## config.mk

```make
export PLATFORM = sky130hd
export DESIGN_NAME = fc_argmax
export DESIGN_NICKNAME = d
export VERILOG_FILES = /design/src/rtl/fc_argmax_pkg.sv /design/src/rtl/fc_argmax_step.sv /design/src/rtl/fc_argmax.sv
export SDC_FILE = /design/constraint.sdc
export NUM_CORES = 1
export LEC_CHECK = 0
export BUFFER_PORTS_ARGS = -buffer_cell sky130_fd_sc_hd__buf_4
export CORE_MARGIN = 2
export CORE_UTILIZATION = 52
export DETAILED_ROUTE_END_ITERATION = 12
export GPL_TIMING_DRIVEN = 0
export PLACE_DENSITY = 0.87
export SLEW_MARGIN = 30
export SYNTH_ARGS = -nofsm -noshare
export SYNTH_HDL_FRONTEND = slang
export SYNTH_SLANG_ARGS = --single-unit
```

## constraint.sdc

```tcl
create_clock -name clk -period 5.16 [get_ports clk]
set_input_delay 1.032 -clock clk [delete_from_list [all_inputs] [get_ports clk]]
set_output_delay 1.032 -clock clk [all_outputs]
set_load 0.02 [all_outputs]
```

## src/rtl/fc_argmax_pkg.sv

```systemverilog
// Shared constants and state encoding for the classifier back end.
// fc_layer and the top level use these as well.
package fc_argmax_pkg;

  localparam int SCORE_W     = 9;
  localparam int NUM_CLASSES = 10;
  localparam int IDX_W       = 4;

  localparam logic [SCORE_W-1:0] MARGIN_MIN = 9'd8;

  typedef enum logic {
    IDLE = 1'b0,
    SCAN = 1'b1
  } state_t;

endpackage

```

## src/rtl/fc_argmax_step.sv

```systemverilog
// One compare step of the running best/second-best search.
// A strict compare keeps the lowest index on ties, and an equal score lands in second.
module argmax_step
  import fc_argmax_pkg::*;
(
  input  logic [SCORE_W-1:0] s,
  input  logic [IDX_W-1:0]   idx,
  input  logic [SCORE_W-1:0] best,
  input  logic [SCORE_W-1:0] second,
  input  logic [IDX_W-1:0]   best_idx,
  output logic [SCORE_W-1:0] best_nxt,
  output logic [SCORE_W-1:0] second_nxt,
  output logic [IDX_W-1:0]   best_idx_nxt
);

  always_comb begin
    best_nxt     = best;
    second_nxt   = second;
    best_idx_nxt = best_idx;
    if (s > best) begin
      second_nxt   = best;
      best_nxt     = s;
      best_idx_nxt = idx;
    end else if (s > second) begin
      second_nxt = s;
    end
  end

endmodule

```

## src/rtl/fc_argmax.sv

```systemverilog
// Latches ten popcount scores, scans them one per cycle and reports the
// winning digit, the best-vs-second margin and a low-confidence flag.
module fc_argmax
  import fc_argmax_pkg::*;
(
  input  logic               clk,
  input  logic               rst_n,
  input  logic               valid_in,
  input  logic [SCORE_W-1:0] score_1,
  input  logic [SCORE_W-1:0] score_2,
  input  logic [SCORE_W-1:0] score_3,
  input  logic [SCORE_W-1:0] score_4,
  input  logic [SCORE_W-1:0] score_5,
  input  logic [SCORE_W-1:0] score_6,
  input  logic [SCORE_W-1:0] score_7,
  input  logic [SCORE_W-1:0] score_8,
  input  logic [SCORE_W-1:0] score_9,
  input  logic [SCORE_W-1:0] score_10,
  output logic [3:0]         digit,
  output logic [SCORE_W-1:0] margin,
  output logic               low_conf,
  output logic               valid_out,
  output logic               busy,
  output logic               overrun
);

  state_t state, state_nxt;

  logic [SCORE_W-1:0] buffer [NUM_CLASSES];
  logic [IDX_W-1:0]   idx;
  logic [SCORE_W-1:0] best;
  logic [SCORE_W-1:0] second;
  logic [IDX_W-1:0]   best_idx;

  logic [SCORE_W-1:0] step_best;
  logic [SCORE_W-1:0] step_second;
  logic [IDX_W-1:0]   step_best_idx;
  logic [SCORE_W-1:0] margin_nxt;

  logic capture;
  logic last_step;

  assign capture    = (state == IDLE) && valid_in;
  assign last_step  = (state == SCAN) && (idx == IDX_W'(NUM_CLASSES - 1));
  assign margin_nxt = step_best - step_second;

  argmax_step u_step (
    .s            (buffer[idx]),
    .idx          (idx),
    .best         (best),
    .second       (second),
    .best_idx     (best_idx),
    .best_nxt     (step_best),
    .second_nxt   (step_second),
    .best_idx_nxt (step_best_idx)
  );

  always_ff @(posedge clk or negedge rst_n) begin
    if (!rst_n) state <= IDLE;
    else        state <= state_nxt;
  end

  always_comb begin
    state_nxt = state;
    case (state)
      IDLE:    if (valid_in)  state_nxt = SCAN;
      SCAN:    if (last_step) state_nxt = IDLE;
      default: state_nxt = IDLE;
    endcase
  end

  // busy decodes the state register directly, so it stays glitch-free and registered.
  always_comb begin
    busy = (state == SCAN);
  end

  always_ff @(posedge clk or negedge rst_n) begin
    if (!rst_n) begin
      for (int i = 0; i < NUM_CLASSES; i++) buffer[i] <= '0;
      idx      <= '0;
      best     <= '0;
      second   <= '0;
      best_idx <= '0;
    end else if (capture) begin
      buffer[0] <= score_1;
      buffer[1] <= score_2;
      buffer[2] <= score_3;
      buffer[3] <= score_4;
      buffer[4] <= score_5;
      buffer[5] <= score_6;
      buffer[6] <= score_7;
      buffer[7] <= score_8;
      buffer[8] <= score_9;
      buffer[9] <= score_10;
      idx       <= '0;
      best      <= '0;
      second    <= '0;
      best_idx  <= '0;
    end else if (state == SCAN) begin
      best     <= step_best;
      second   <= step_second;
      best_idx <= step_best_idx;
      idx      <= idx + IDX_W'(1);
    end
  end

  // Result takes the post-update values of the last compare, so class 9 can still win.
  always_ff @(posedge clk or negedge rst_n) begin
    if (!rst_n) begin
      digit     <= '0;
      margin    <= '0;
      low_conf  <= 1'b0;
      valid_out <= 1'b0;
    end else begin
      valid_out <= 1'b0;
      if (last_step) begin
        digit     <= step_best_idx;
        margin    <= margin_nxt;
        low_conf  <= (margin_nxt < MARGIN_MIN);
        valid_out <= 1'b1;
      end
    end
  end

  always_ff @(posedge clk or negedge rst_n) begin
    if (!rst_n)                          overrun <= 1'b0;
    else if (valid_in && state == SCAN)  overrun <= 1'b1;
  end

endmodule

```

==> flow_summary.ini <==
[logic_synthesis]
yosys.area.top_type = dfrtp_1
ys_ff_latch = 133
yosys-top-cells-area = dfrtp_1 (47%), mux2_2 (17%), mux4_2 (5.1%)
synth_top_area_share_pct = 47.47
synth.most_common_cell = dfrtp_1
yosys_most_used_dff = dfrtp_1
ys_async_sr_fraction_pct = 100.0
ys_seq_area_share_pct = 47.47
syn_inst = 548
synth_edf_count = 0
synth_nets = 670
syn_avg_cell_area_um2 = 12.79
yosysWarnings = 0
synthTopCellsByCount = dfrtp_1 (133), mux2_2 (104), nand2_1 (46), ha_1 (28)
synth_cell_types = 48
synth_area_um2 = 7010

[worst_setup_path]
required_ns = 5.52
cp_num_buf_inv = 4
path_common_cell = buf_4
cp-startpoint = idx[0]$_DFFE_PN0P_
crit_path_start_kind = register
worstPathArrival_ns = 5.43
reg2reg_depth = 22
r2r-start = idx[0]$_DFFE_PN0P_
worst-setup-path-type = register to register
crit_chain = buf_4 -> buf_4 -> mux4_1 -> nand2_1 -> a22o_2 -> inv_1 -> ha_1 -> and4_4 -> nand2_1 -> a21o_1 -> a21oi_4 -> buf_4 -> mux2_2 -> mux2i_4 -> ha_4 -> nor2b_2 -> o21ai_0 -> nor2b_2 -> xor2_1 -> nand3_1 -> nor4bb_2 -> a32o_1
critPathTopFamily = simple AND/OR/NAND/NOR gates
slowest_stage = mux4_1
reg2reg_setup_slack_ns = 0.1
crit_path_end_kind = register
r2r-end = low_conf$_DFFE_PN0P_
critical_path.max_fanout = 4
worst_path_largest_cell_delay_ns = 0.58

[layout]
area_delta_synth_final_pct = 29.23
layout-drive-gt1-share_pct = 48.59
nets = 819
diodes = 0

[global_route]
grt_antenna_before_repair = 0
grt_usage_pct = 26.99
grt_max_degree = 80
grt_pass1_vias = 5636
grt_pass1_wl_um = 29530
grt_overflow = 0

[detailed_routing]
drc_errors = 0
wl_um = 18570
routedWlPerCell_um = 20.95
vias_per_cell = 5.928
drtIter0Drc = 362
firstDrtPassIters = 5
ant_nets = 0
num_vias = 5252

[floorplan]
ioPinCount = 110
die_h_um = 120.1
core.rowCount = 42
initial_core_util_pct = 53.15
core-area_um2 = 13190
die_x_um = 120.1
dieArea_um2 = 14430

[clock_tree]
ctsHtreeMaxLevel = 4
numClockSinks = 133
clk_latency_ns = 0.43
path_clk_slew_ns = 0.06
max-clock-path-buffers = 2
cts_tree = built
cts-buffers-inserted = 17
clk_root_buffer_cell = clkbuf_16

[run_status]
status = finished clean

[job]
maxCapViolCount = 0

[sta]
fmax_mhz = 197.5
fin_crit_sh_pct = 98.10
setup_violations = 0
final_max_slew_viol_count = 0
maxSlewHeadroom_pct = 46.67
tightest_slew_ns = 0.7999
skew_ns = 0.01107
rsz0062_at_grt = true
fin_setup_tns_ns = 0
hold_viol = 0
period_needed_ns = 5.062

[hold_path]
hold_path.class = register to register
worstHoldEndpoint = overrun$_DFFE_PN0P_
holdPathStages = 1
min-delay-start = overrun$_DFFE_PN0P_

[placement]
dpl.hpwl_um = 12440
gp_congestion = 0.9130
io_buffers = 109
==> cells in the final DEF (no fill, tap or decap), types with 4 or more instances in the layout <==
cell type,netlist,routed
dfrtp_1,133,132
buf_4,4,128
mux2_2,104,104
nand2_1,46,46
inv_1,24,24
ha_1,28,24
o21ai_0,24,22
mux4_2,16,17
clkbuf_1,16,17
clkbuf_16,0,17
mux2i_1,13,13
a22o_1,13,13
nor2_1,12,12
a21oi_2,8,10
a21oi_1,13,8
mux2i_4,7,7
o211ai_1,6,6
a221oi_2,7,6
nand3_1,5,5
clkinvlp_4,0,5
mux2_4,5,5
buf_2,5,4
a21o_1,4,4
o21ai_1,4,4
a211o_1,4,4
ha_4,0,4
bufinv_16,0,4
==> per-layer routing <==
metal  GRT usage [%]  vias up  share of wire, %  wire, µm
met3           6.559       53               5.6      1032
met4           11.47        0               3.1       582
met2           46.63      220                53      9766
met1           32.13     2676                39      7183
met5               0        -                 0         0
li1                -     2303                 -         -
==> final cells by class <==
cell class | instances | area (µm²)
Fill cell | 834 | 4130
Timing Repair Buffer | 130 | 1020
Sequential cell | 133 | 3329
Buffer | 28 | 170.2
Clock inverter | 13 | 182.7
Clock buffer | 19 | 432.9
Tap cell | 176 | 220.2
Inverter | 26 | 101.3
Multi-Input combinational cell | 361 | 3603
==> cells by family (layout without fill, tap and decap cells) <==
kind of cell,count (synthesis),in the layout,share of synthesized area (%)
AND/OR/NAND/NOR,85,85,5.497
XOR/XNOR,6,6,0.7497
adder cells (fa/ha/maj),29,29,5.283
buffers and inverters,54,216,3.302
AO/OA/AOI/OAI,94,94,9.923
multiplexers,147,147,27.77
flip-flops,133,133,47.47
==> flip-flops by register name (all words and copies together) (netlist names), 4 cells and up <==
| signal | flops |
|---|---|
| best_idx | 4 |
| digit | 4 |
| buffer | 90 |
| best | 9 |
| idx | 4 |
| second | 9 |
| margin | 9 |
==> stage by stage <==
stage                     util, %  setup WS, ns  area (µm²)  hold WS [ns]  std cells
after floorplan                 -        0.1661        7010        0.4651        548
after global placement      61.02       -0.4843        8049        0.4447        833
after detailed placement    61.29       -0.5655        8084        0.4458        834
after CTS                   67.28       0.04380        8875        0.4585        877
after global routing        68.69      -0.09350        9060        0.5069        886
final                       68.69       0.09786        9060        0.4791        886
==> timing repair <==
item                       in CTS  in global routing
hold endpoints to repair        0                  0
resized for setup              19                 25
setup endpoints to repair       5                  2
setup buffers                  11                  9
pin swaps                       6                 13
hold buffers                    0                  0
==> worst max-delay path by stage <==
stage                     cells after the start  slack, ns                   end
after floorplan                              21       0.17  low_conf$_DFFE_PN0P_
after global placement                       20      -0.48  low_conf$_DFFE_PN0P_
after detailed placement                     20      -0.57  low_conf$_DFFE_PN0P_
after CTS                                    22       0.04  low_conf$_DFFE_PN0P_
after global routing                         22      -0.09  low_conf$_DFFE_PN0P_
final                                        22        0.1  low_conf$_DFFE_PN0P_
Power is left out: the tool's default activity adds up to more than one toggle a clock period on the data nets, which glitch-free logic cannot reach.
